<file path="src/rtl/riscv_hazard_ctrl.sv">
// riscv_hazard_ctrl
// Pipeline hazard controller for the 5-stage RISC-V core. It combines four
// hazard sources into per-stage stall/flush controls:
//   - data-memory back-pressure (freeze everything),
//   - EX-stage redirects (flush IF/ID and ID/EX),
//   - multi-cycle MUL/DIV (hold EX for the op latency),
//   - load-use dependencies (one bubble into ID/EX).
// A two-state FSM with a down-counter tracks the MUL/DIV occupancy, and a
// saturating counter records how many cycles the front end was stalled.
//
// Ports:
//   clk, rst_n            clock, asynchronous active-low reset
//   id_rs1/id_rs2         source registers of the ID instruction
//   id_uses_rs1/rs2       ID instruction really reads rs1 / rs2
//   ex_valid              EX holds a real instruction
//   ex_rd                 EX destination register
//   ex_is_load/mul/div    EX instruction class
//   ex_redirect_valid     EX resolved a taken branch / jump / mispredict
//   mem_stall             data memory not ready
//   stall_if/id/ex        hold PC, IF/ID, ID/EX
//   flush_id, flush_ex    clear IF/ID, bubble into ID/EX
//   md_done               last cycle of a MUL/DIV, EX result valid
//   md_busy               FSM is holding a MUL/DIV
//   perf_stall_cycles     saturating count of cycles with stall_if high
module riscv_hazard_ctrl #(
    parameter int MUL_LAT = 3,
    parameter int DIV_LAT = 34,
    parameter int CNT_W   = 6
) (
    input  logic        clk,
    input  logic        rst_n,
    input  logic [4:0]  id_rs1,
    input  logic [4:0]  id_rs2,
    input  logic        id_uses_rs1,
    input  logic        id_uses_rs2,
    input  logic        ex_valid,
    input  logic [4:0]  ex_rd,
    input  logic        ex_is_load,
    input  logic        ex_is_mul,
    input  logic        ex_is_div,
    input  logic        ex_redirect_valid,
    input  logic        mem_stall,
    output logic        stall_if,
    output logic        stall_id,
    output logic        stall_ex,
    output logic        flush_id,
    output logic        flush_ex,
    output logic        md_done,
    output logic        md_busy,
    output logic [15:0] perf_stall_cycles
);

    typedef enum logic {
        RUN     = 1'b0,
        MD_BUSY = 1'b1
    } state_t;

    // The cycle that accepts the op and the final md_done cycle are not
    // counted, hence LAT-2 as the load value.
    localparam logic [CNT_W-1:0] MUL_INIT = CNT_W'(MUL_LAT - 2);
    localparam logic [CNT_W-1:0] DIV_INIT = CNT_W'(DIV_LAT - 2);

    state_t           state_reg, state_next;
    logic [CNT_W-1:0] cnt_reg, cnt_next;
    logic [15:0]      perf_reg;

    logic is_run;
    logic md_start;
    logic rs1_hit, rs2_hit;
    logic load_use;

    assign is_run   = (state_reg == RUN);
    assign md_start = is_run & ex_valid & (ex_is_mul | ex_is_div) & ~mem_stall;
    assign rs1_hit  = id_uses_rs1 & (id_rs1 == ex_rd);
    assign rs2_hit  = id_uses_rs2 & (id_rs2 == ex_rd);
    assign load_use = is_run & ex_valid & ex_is_load & (ex_rd != 5'd0)
                    & (rs1_hit | rs2_hit);

    // State and counter registers
    always_ff @(posedge clk or negedge rst_n) begin
        if (!rst_n) begin
            state_reg <= RUN;
            cnt_reg   <= '0;
        end else begin
            state_reg <= state_next;
            cnt_reg   <= cnt_next;
        end
    end

    // Next state and control outputs
    always_comb begin
        state_next = state_reg;
        cnt_next   = cnt_reg;
        stall_if   = 1'b0;
        stall_id   = 1'b0;
        stall_ex   = 1'b0;
        flush_id   = 1'b0;
        flush_ex   = 1'b0;
        md_done    = 1'b0;

        if (state_reg == MD_BUSY) begin
            // The op keeps progressing regardless of memory back-pressure;
            // mem_stall only masks the outputs below.
            if (cnt_reg != '0) begin
                cnt_next = cnt_reg - CNT_W'(1);
                stall_if = 1'b1;
                stall_id = 1'b1;
                stall_ex = 1'b1;
            end else begin
                state_next = RUN;
                md_done    = ~mem_stall;
            end
        end else if (!mem_stall) begin
            if (ex_redirect_valid) begin
                // Redirect wins over a pending load-use or MUL/DIV start.
                flush_id = 1'b1;
                flush_ex = 1'b1;
            end else if (md_start) begin
                stall_if   = 1'b1;
                stall_id   = 1'b1;
                stall_ex   = 1'b1;
                state_next = MD_BUSY;
                cnt_next   = ex_is_div ? DIV_INIT : MUL_INIT;
            end else if (load_use) begin
                stall_if = 1'b1;
                stall_id = 1'b1;
                flush_ex = 1'b1;
            end
        end

        if (mem_stall) begin
            stall_if = 1'b1;
            stall_id = 1'b1;
            stall_ex = 1'b1;
            flush_id = 1'b0;
            flush_ex = 1'b0;
        end
    end

    assign md_busy = (state_reg == MD_BUSY);

    // Saturating front-end stall counter
    always_ff @(posedge clk or negedge rst_n) begin
        if (!rst_n) begin
            perf_reg <= 16'd0;
        end else if (stall_if && (perf_reg != 16'hFFFF)) begin
            perf_reg <= perf_reg + 16'd1;
        end
    end

    assign perf_stall_cycles = perf_reg;

endmodule

</file>
<file path="config.mk">
export PLATFORM = sky130hd
export DESIGN_NAME = riscv_hazard_ctrl
export DESIGN_NICKNAME = d
export VERILOG_FILES = /design/src/rtl/riscv_hazard_ctrl.sv
export SDC_FILE = /design/constraint.sdc
export NUM_CORES = 1
export LEC_CHECK = 0
export CORE_MARGIN = 1.5
export CORE_UTILIZATION = 40
export DETAILED_ROUTE_END_ITERATION = 8
export PLACE_DENSITY = 0.74
export REMOVE_ABC_BUFFERS = 1
export SLEW_MARGIN = 20
export SYNTH_ARGS = -nofsm -noshare
export SYNTH_HDL_FRONTEND = slang
export SYNTH_SLANG_ARGS = --single-unit
</file>
<file path="constraint.sdc">
create_clock -name clk -period 2.2 [get_ports clk]
set_input_delay 0.44 -clock clk [delete_from_list [all_inputs] [get_ports clk]]
set_output_delay 0.44 -clock clk [all_outputs]
set_load 0.02 [all_outputs]
</file>
==> impl_results.md <==
- Setup TNS Final: -1.140 ns
- Failing checks: negative setup slack
- Core outline area: 3103 sq um
- Slew @ Worst Pin: 0.5620 ns
- Area delta synth->final: 61.04%
- DRT iter0 DRCs: 27
- Die W: 60.45 um
- FF-to-FF End: perf_stall_cycles[1]
- Root buf cell: clkbuf_4
- Yosys reg bits: 23
- Unrepaired setup endpoints after global routing: yes
- Die ar.: 3654 sq um
- Crit. End Element: output port
- HPWL Detailed: around 2700 um
- Finish-stage setup viols: 7
- CTS max path bufs: 2
- Worst R2R Path Depth: 7
- Synth Area in Compound Gates: 0.09479
- Global-route wire length before repair: 5733 um
- Synth cell types: 37
- Fin cells: 253
- Residual DRC: 0
- CTS Buf Count: 3
- Grt total ovfl: 0
- Number of global-route vias before repair: roughly 1300
- # IOs: between 40 and 50
- Synthesized area: 1320 sq um
- Drt pass-1 iters: 4
- Avg Cell Area, Syn: about 10 sq um
- GRT Total Usage: 0.2053
- Most frequent cells in the layout: 26 x buf_4, 25 x clkdlybuf4s50_1, 23 x dfrtp_1
- PwrDens: about 1000 nW/um^2
- Hold Path Class: in -> async
- Worst endpoint required time: 1.76 ns
- H-tree lvl count: 1
- Routed vias: 1301
- Num Clock Sinks: 23
- Sequential element share of the synthesized area: 0.4360
- Reg-to-reg startpoint: cnt_reg[2]
- Max FFs per register: 16
- Antenna Cells: 0
- Critical path class: reg -> out
- Clock latency at the later pin of the worst-skew pair: approximately 0.3 ns
- Routed vias/inst: about 5
- Initial Utilization: 0.4254
- Largest net degree at the start of global routing: 24
- Worst Path Max Fanout: 3
- Leakage: about 0.92 nW
- WP data arrival: 2.05 ns
- Worst Skew: approximately 0.0052 ns
- Maximum vdd drop: 681.6 uV
- Xor/xnor cell area share of the yosys netlist: 0.1791
- Final core occ: 0.6851
- Layout cells sized above 1: 0.3301
- Die Ht: 60.45 um
- Hold Worst Slack: 0.4724 ns
- Main combinational cell family by area after synthesis: simple AND/OR/NAND/NOR gates
- DRT antenna net count: 0
- Post-synthesis mux area share: 0.008531
- Num rows: 20
- Max Clock Freq: 401.5 MHz
- Initial antenna violation count: 0
- Post-Route WL: about 3900 um
- Layout fillers: 258
- Startpoint types: register
- Number of port buffers: between 40 and 50
- Post-Synth Adder-Cell Area: 0.01896
- Tcrit/Tclk final: 1.132
- Setup crit start: cnt_reg[2]
- Hold Fails Final Rpt: 0
- Max_cap viols: 0
- Simple-Gate Fraction of Synth Area: 0.2227
- Post-route setup slack: -0.2904 ns
- Clock period minus worst slack: around 2.5 ns
- Routed len/inst: 15.32 um
- Cells after Synth: 134
- Clk pin slew, worst setup/hold paths: 0.13 ns
- Commonest non-fill, non-tap cell in the layout: buf_4
- RePlAce Congestion: 0.7545
- Hold_buf cts: 0
- TritonCTS clock tree: built
- Fin nets: approximately 240
- Outcome: complete, but fails checks
- Slew Limit Fails: 0
- YS warnings: 0
- Reg2Reg Setup Slack: -0.01 ns
- Inst Count DP: 245
- Max_slew headroom: 0.6219
==> worst max-delay path: stages (launching register included) <==
cell and delay, ns:
dfrtp_1 0.41, or3_4 0.39, or3_4 0.36, a211oi_4 0.27
o31ai_2 0.13, buf_4 0.18
==> cell usage after synthesis <==
master	number	area, sq um
dfrtp_1	23	575.6
xnor2_1	17	148.9
xor2_1	10	87.58
nand3_1	8	40.04
nand2_1	7	26.28
nand4_1	7	43.79
nor2_1	7	26.28
inv_1	6	22.52
nor3_1	5	25.02
nor4_1	5	31.28
a21oi_1	4	20.02
and3_1	4	25.02
o21ai_0	3	15.01
and2_1	2	12.51
clkbuf_1	2	7.510
ha_1	2	25.02
or3_1	2	12.51
a211o_1	1	8.760
a211oi_2	1	12.51
a22o_1	1	8.760
a22oi_1	1	7.510
a32oi_1	1	8.760
a41oi_1	1	8.760
and2_0	1	6.260
and4_1	1	8.760
buf_4	1	7.510
buf_6	1	11.26
inv_2	1	3.750
mux2_2	1	11.26
nand2b_1	1	6.260
nor4_2	1	12.51
o2111ai_1	1	8.760
o22ai_1	1	6.260
o31ai_1	1	7.510
o31ai_2	1	12.51
or2_2	1	6.260
or3_4	1	11.26
==> kinds of logic (layout without fill, tap and decap cells) <==
family                     count (synthesis)  in the layout
AOI/OAI and AO/OA                         17             17
xor gates and xnor gates                  27             27
adders and majority gates                  2              2
buffers and inverters                     11             86
DFF                                       23             23
muxes                                      1              1
and+or+nand+nor                           53             53
==> through the flow <==
stage	power (mW)	setup WS, ns	cell area, sq um
final	2.116	-0.2904	2126
after global routing	2.255	-0.4005	2126
after CTS	2.023	-0.2820	2039
after detailed placement	1.783	-0.7996	1999
after global placement	1.734	-0.7816	1999
after floorplan	1.215	-0.1773	1294
==> how the worst max path moves through the flow <==
stage                     cells past startpoint                    end
after detailed placement                      6               stall_id
after global routing                          5               stall_if
final                                         5               stall_id
after CTS                                     5               stall_id
after floorplan                               6  perf_stall_cycles[13]
after global placement                        6               stall_if
==> layout make-up <==
cell class              instances  area, sq um  area share
flip-flops and latches         23        575.6      0.2707
clock inverters                 1        5.005    0.002354
multi-input cells             100        798.3      0.3755
well taps                      44        55.05     0.02590
repair buffers                 75        643.1      0.3025
clock buffers                   3        22.52     0.01059
inverters                       7        26.28     0.01236
==> timing repair <==
item                                    4_1_cts  5_1_grt
endpoints found under the setup margin        9       14
resized for setup                            85       21
setup buffers                                 0        3
pin swaps                                    15       16
gates cloned                                  1        0
==> power breakdown <==
part	total, mW	internal (mW)	switching [mW]
Combinational	1.23	0.638	0.596
Clock	0.191	0.0677	0.124
Sequential	0.690	0.551	0.140
Total	2.12	1.26	0.859
==> layer usage <==
layer	track usage	vias up	wire length [um]	share of wire
met1	0.2568	623	1580	0.41
li1	-	628	-	-
met2	0.3696	46	1974	0.51
met4	0.03727	0	27	0.0070
met5	0	-	0	0
met3	0.04478	4	294	0.076
No activity file was read; power rests on OpenSTA's default activity.
==> RTL change 1: new RTL, same flow settings <==
`CNT_W`: 6 -> 8.
--- a/src/rtl/riscv_hazard_ctrl.sv
+++ b/src/rtl/riscv_hazard_ctrl.sv
@@ -25,7 +25,7 @@
 module riscv_hazard_ctrl #(
     parameter int MUL_LAT = 3,
     parameter int DIV_LAT = 34,
-    parameter int CNT_W   = 6
+    parameter int CNT_W   = 8
 ) (
     input  logic        clk,
     input  logic        rst_n,
Function: same outputs for any inputs over 10 cycles, from zero or initial values and one cycle with rst_n low; that may be too few to reach the edited logic, so the function may still have changed.
==> RTL change 1 against the original RTL <==
- power increased by 7.7%
- cell area increased by 7.3%
- largest power group unchanged
- global-route usage decreased by 2.2 points
- worst setup slack improved by 0.21 ns
- routed wire length decreased by 8.4%
- the flow still finishes with violations (setup timing)
- synthesized area increased by 15%
- combinational power increased by 3%
- sequential cell count increased by 2
==> RTL change 1: results (changes against the original RTL) <==
[hold_path]
hold_class = reg -> reg

[final_layout]
fillerInstances = 306  ; +19%
drive_above_1_share = 0.2632  ; -0.06699
final_nets = 256  ; +8.0%

[route]
vias = 1348  ; +3.6%
routedWlPerCell_um = 12.86  ; -16%
firstDrtPassIters = 4  ; unchanged
first_iter_violations = 54  ; +100%

[timing]
fin_ws_ns = -0.08442  ; +0.2060 ns
hold_violations = 0  ; unchanged
setup_viol = 2  ; -5
worstMarginPinSlew_ns = 0.4661  ; -0.09583 ns
fin_worst_skew_ns = 0.004805  ; -0.0004418 ns
fin_tns_setup_ns = -0.1684  ; +0.9711 ns

[logic_synthesis]
yosys-top-cells-area = dfrtp_1 (41%), xnor2_1 (14%), nor2_1 (4.2%)
seq_area_frac_synth = 0.4115  ; -0.02450
ys_warn_count = 0  ; unchanged
ys_async_sr_fraction = 1.000  ; unchanged
ys_types = 38  ; +2.7%
synth_top_cells_by_count = dfrtp_1 (25), xnor2_1 (25), nor2_1 (17)

[clock_tree]
cts.htree.levels = 1  ; unchanged
cts_root_buf = clkbuf_8
insertion_delay_ns = 0.26  ; -0.04 ns
clk_pin_slew_worst_paths_ns = 0.09  ; -0.04 ns

[critical_path]
arrival_ns = 1.84  ; -0.21 ns
r2r_cells = 8  ; +1
worstPathMaxFanout = 3  ; unchanged

[outcome]
status = complete, but fails checks
violations = setup timing

[power]
vdd_ir_drop_max_v = 0.0006701  ; -1.7%
leakage_nw = 0.9673  ; +5.3%

[global_route]
grt_pass1_vias = 1398  ; +7.1%
grt_start_max_net_pins = 26  ; +8.3%
grt_pass1_wl_um = 6078  ; +6.0%
gr-usage-all-layers = 0.1836  ; -0.02177

[placed_design]
dpl.hpwl_um = 2882  ; +6.6%
routabilityCongestion = 0.7813  ; +3.6%

RTL change 1: cell families (layout without fill, tap and decap cells):
logic type,count (synthesis),in the layout,synth area share
AOI/OAI and AO/OA,14,14,0.06914
xor gates and xnor gates,29,29,0.1671
adders and majority gates,2,2,0.01646
buffers and inverters,10,87,0.04609
DFF,25,25,0.4115
muxes,1,1,0.009874
and+or+nand+nor,70,70,0.2798
RTL change 1: worst paths after layout:
kind	startpoint	end	slack (ns)
setup / recovery	cnt_reg[4]	stall_id	-0.08
hold / removal	perf_stall_cycles[11]	perf_stall_cycles[11]	0.51
setup reg to reg	cnt_reg[4]	perf_stall_cycles[1]	0.05
hold reg to reg	perf_stall_cycles[11]	perf_stall_cycles[11]	0.51
max in group asynchronous	rst_n	cnt_reg[1]	1.43
min in group asynchronous	rst_n	perf_stall_cycles[2]	0.52
RTL change 1: power breakdown:
part	switching, W	total (W)	leakage (nW)	internal (W)
clock network	0.000139	0.000265	0.0255	0.000126
registers	0.000142	0.000749	0.320	0.000607
logic	0.000616	0.00127	0.622	0.000650
total	0.000896	0.00228	0.967	0.00138
RTL change 1: repair_timing:
item | CTS | global route
setup endpoints to repair | 17 | 6
gates resized for setup | 43 | 5
buffers inserted | 1 | 2
pin swaps | 7 | 4
RTL change 1: routing by layer:
| layer | vias up | routed length (um) | global-route usage |
|---|---|---|---|
| li1 | 675 | - | - |
| met1 | 644 | 1525 | 0.2236 |
| met2 | 25 | 1869 | 0.3385 |
| met3 | 4 | 131 | 0.02431 |
| met4 | 0 | 23 | 0.05053 |
| met5 | - | 0 | 0 |
RTL change 1: area by class of cell:
class / count / area (um2) / area share
Timing Repair Buffer: 76 / 671.9 / 0.2946
Inverter: 7 / 31.28 / 0.01371
Sequential cell: 25 / 625.6 / 0.2743
Clock buffer: 3 / 41.29 / 0.01810
Tap cell: 48 / 60.06 / 0.02633
Clock inverter: 1 / 5.005 / 0.002194
Multi-Input combinational cell: 116 / 845.8 / 0.3708
RTL change 1: per-stage QoR:
stage | std cells | setup WS, ns | total power (W) | instance area [um2]
after detailed placement | 269 | -0.7650 | 0.002013 | 2207
after CTS | 274 | -0.09785 | 0.002280 | 2250
after global routing | 276 | -0.1759 | 0.002436 | 2281
after floorplan | 148 | -0.03727 | 0.001422 | 1481
final | 276 | -0.08442 | 0.002279 | 2281
after global placement | 269 | -0.7774 | 0.001954 | 2207
RTL change 1: worst max-delay path: stages (launching register included):
cell and delay, ns:
dfrtp_1 0.42, nor4_4 0.32, nand3_2 0.15, a21oi_4 0.22
inv_6 0.04, a211o_4 0.29, buf_6 0.14
==> RTL change 2: new RTL, config.mk and constraints unchanged <==
Without the edit above. Add an input register stage for `ex_is_div`, with the module's reset; this delays it by one clock. The other inputs are not delayed to match.
--- a/src/rtl/riscv_hazard_ctrl.sv
+++ b/src/rtl/riscv_hazard_ctrl.sv
@@ -60,6 +60,16 @@
     localparam logic [CNT_W-1:0] MUL_INIT = CNT_W'(MUL_LAT - 2);
     localparam logic [CNT_W-1:0] DIV_INIT = CNT_W'(DIV_LAT - 2);
 
+    logic ex_is_div_q;
+
+    always_ff @(posedge clk or negedge rst_n) begin
+        if (!rst_n) begin
+            ex_is_div_q <= '0;
+        end else begin
+            ex_is_div_q <= ex_is_div;
+        end
+    end
+
     state_t           state_reg, state_next;
     logic [CNT_W-1:0] cnt_reg, cnt_next;
     logic [15:0]      perf_reg;
@@ -70,7 +80,7 @@
     logic load_use;
 
     assign is_run   = (state_reg == RUN);
-    assign md_start = is_run & ex_valid & (ex_is_mul | ex_is_div) & ~mem_stall;
+    assign md_start = is_run & ex_valid & (ex_is_mul | ex_is_div_q) & ~mem_stall;
     assign rs1_hit  = id_uses_rs1 & (id_rs1 == ex_rd);
     assign rs2_hit  = id_uses_rs2 & (id_rs2 == ex_rd);
     assign load_use = is_run & ex_valid & ex_is_load & (ex_rd != 5'd0)
@@ -120,7 +130,7 @@
                 stall_id   = 1'b1;
                 stall_ex   = 1'b1;
                 state_next = MD_BUSY;
-                cnt_next   = ex_is_div ? DIV_INIT : MUL_INIT;
+                cnt_next   = ex_is_div_q ? DIV_INIT : MUL_INIT;
             end else if (load_use) begin
                 stall_if = 1'b1;
                 stall_id = 1'b1;
Function: changed (a bounded check fails within 4 cycles, from zero or initial values and one cycle with rst_n low).
==> RTL change 2 against the original RTL <==
- cell area up 2.8%
- die area is 10% higher
- the run still ends with setup timing left
- global-route usage decreased by 2.4 points
- hold slack worse by 0.021 ns
- worst setup slack better by 0.26 ns
- sequential cell count rose by 1
- synthesized area rose by 11%
- largest cell class unchanged
- routed wire length shrank 10%
- non-clock buffer count down 6
- combinational power decreased by 9.8%
- register-to-register slack better by 0.27 ns
- final cell count grew 2.8%
- power up 0.88%
- highest routed layer unchanged
==> RTL change 2: results (changes against the original RTL) <==
[power]
vdd_ir_drop_max_v = 0.0004878  ; -28%
p_comb_frac = 0.520  ; -0.063
clockPowerShare = 0.153  ; +0.063
p_int_w = 0.001329  ; +5.7%
leakage_nw = 0.9502  ; +3.5%
p_clk_w = 0.000326  ; +71%

[logic_synthesis]
synth_xor_area_frac = 0.1657  ; -0.01348
yosys-top-cells-area = dfrtp_1 (41%), xnor2_1 (8.4%), xor2_1 (6.0%)
ys_types = 36  ; -2.7%
synth.avg_cell_area_um2 = 10.10  ; +2.6%
muxShareOfSynthArea = 0.01708  ; +0.008549
seq_area_frac_synth = 0.4099  ; -0.02611
synth-compound-area-share = 0.07344  ; -0.02135
synth-adder-area-share = 0.01708  ; -0.001878
synth_top_cells_by_count = dfrtp_1 (24), nor2_1 (15), xnor2_1 (14)

[timing]
fin_ws_ns = -0.03526  ; +0.2551 ns
fin_worst_skew_ns = 0.004387  ; -0.0008605 ns
setup_viol = 3  ; -4
whs_ns = 0.4511  ; -0.02133 ns

[global_route]
grt_start_max_net_pins = 25  ; +4.2%
grt_pass1_wl_um = 5796  ; +1.1%
gr-usage-all-layers = 0.1810  ; -0.02439

[placed_design]
dp.cells = 255  ; +4.1%
placed_cell_area_um2 = 2117  ; +5.9%
dpl.hpwl_um = 2666  ; -1.3%
routabilityCongestion = 0.7937  ; +5.2%

[outcome]
violations = setup timing
status = complete, but fails checks

[clock_tree]
insertion_delay_ns = 0.32  ; +0.02 ns
cts_setup_buffers = 1  ; +1
ctsResizeCount = 80  ; -5.9%

[route]
first_iter_violations = 34  ; +26%
vias = 1312  ; +0.85%
viasPerCell = 5.046  ; -1.9%

[final_layout]
final_nets = 242  ; +2.1%
multi_input_area_um2 = 860.8  ; +7.8%
fillerInstances = 295  ; +14%

[critical_path]
arrival_ns = 1.80  ; -0.25 ns

[RTL change 2: cell types whose count changed in the layout (fill, tap and decap cells not counted), sizes merged, moves of 2 or more]
cell and delta:
a21oi +3, and3 +3, nand3b +3, buf -7, nor2 +8, nor4 -2
dlygate4sd2 +4, or3 -3, nor3b +2, nand4 -3, o31ai -2, and2 -2
nand3 +8
[RTL change 2: metrics by stage]
step | TNS (ns) | setup slack, ns
finish | -0.07552 | -0.03526
global route | -0.4311 | -0.1315
detailed placement | -10.91 | -0.8841
CTS | -0.02156 | -0.02156
floorplan | -3.615 | -0.3360
global placement | -9.032 | -0.8001
[RTL change 2: cell type report]
class                   instances  share of cell area
repair buffers                 69              0.2707
flip-flops and latches         24              0.2748
multi-input cells             111              0.3938
clock inverters                 1             0.01374
clock buffers                   3             0.01030
inverters                       6             0.01030
well taps                      46             0.02633
[RTL change 2: worst paths after layout]
| kind | startpoint | end | cells past startpoint |
|---|---|---|---|
| setup reg to reg | cnt_reg[4] | perf_stall_cycles[1] | 7 |
| max in group asynchronous | rst_n | perf_stall_cycles[11] | 2 |
| hold / removal | rst_n | cnt_reg[0] | 2 |
| setup / recovery | ex_rd[2] | stall_if | 6 |
| hold reg to reg | perf_stall_cycles[5] | perf_stall_cycles[5] | 1 |
| min in group clk | perf_stall_cycles[5] | perf_stall_cycles[5] | 1 |
[RTL change 2: per-layer routing]
layer | up-vias | wire (um) | global-route usage
li1 | 637 | - | -
met1 | 641 | 1467 | 0.2142
met2 | 32 | 1875 | 0.3329
met3 | 2 | 113 | 0.02679
met4 | 0 | 27 | 0.05707
met5 | - | 0 | 0
[RTL change 2: critical path, stage by stage]
cell      delay (ns)
buf_8           0.10
xor2_1          0.16
nor4_2          0.33
a32oi_2         0.20
o311ai_4        0.38
buf_6           0.17
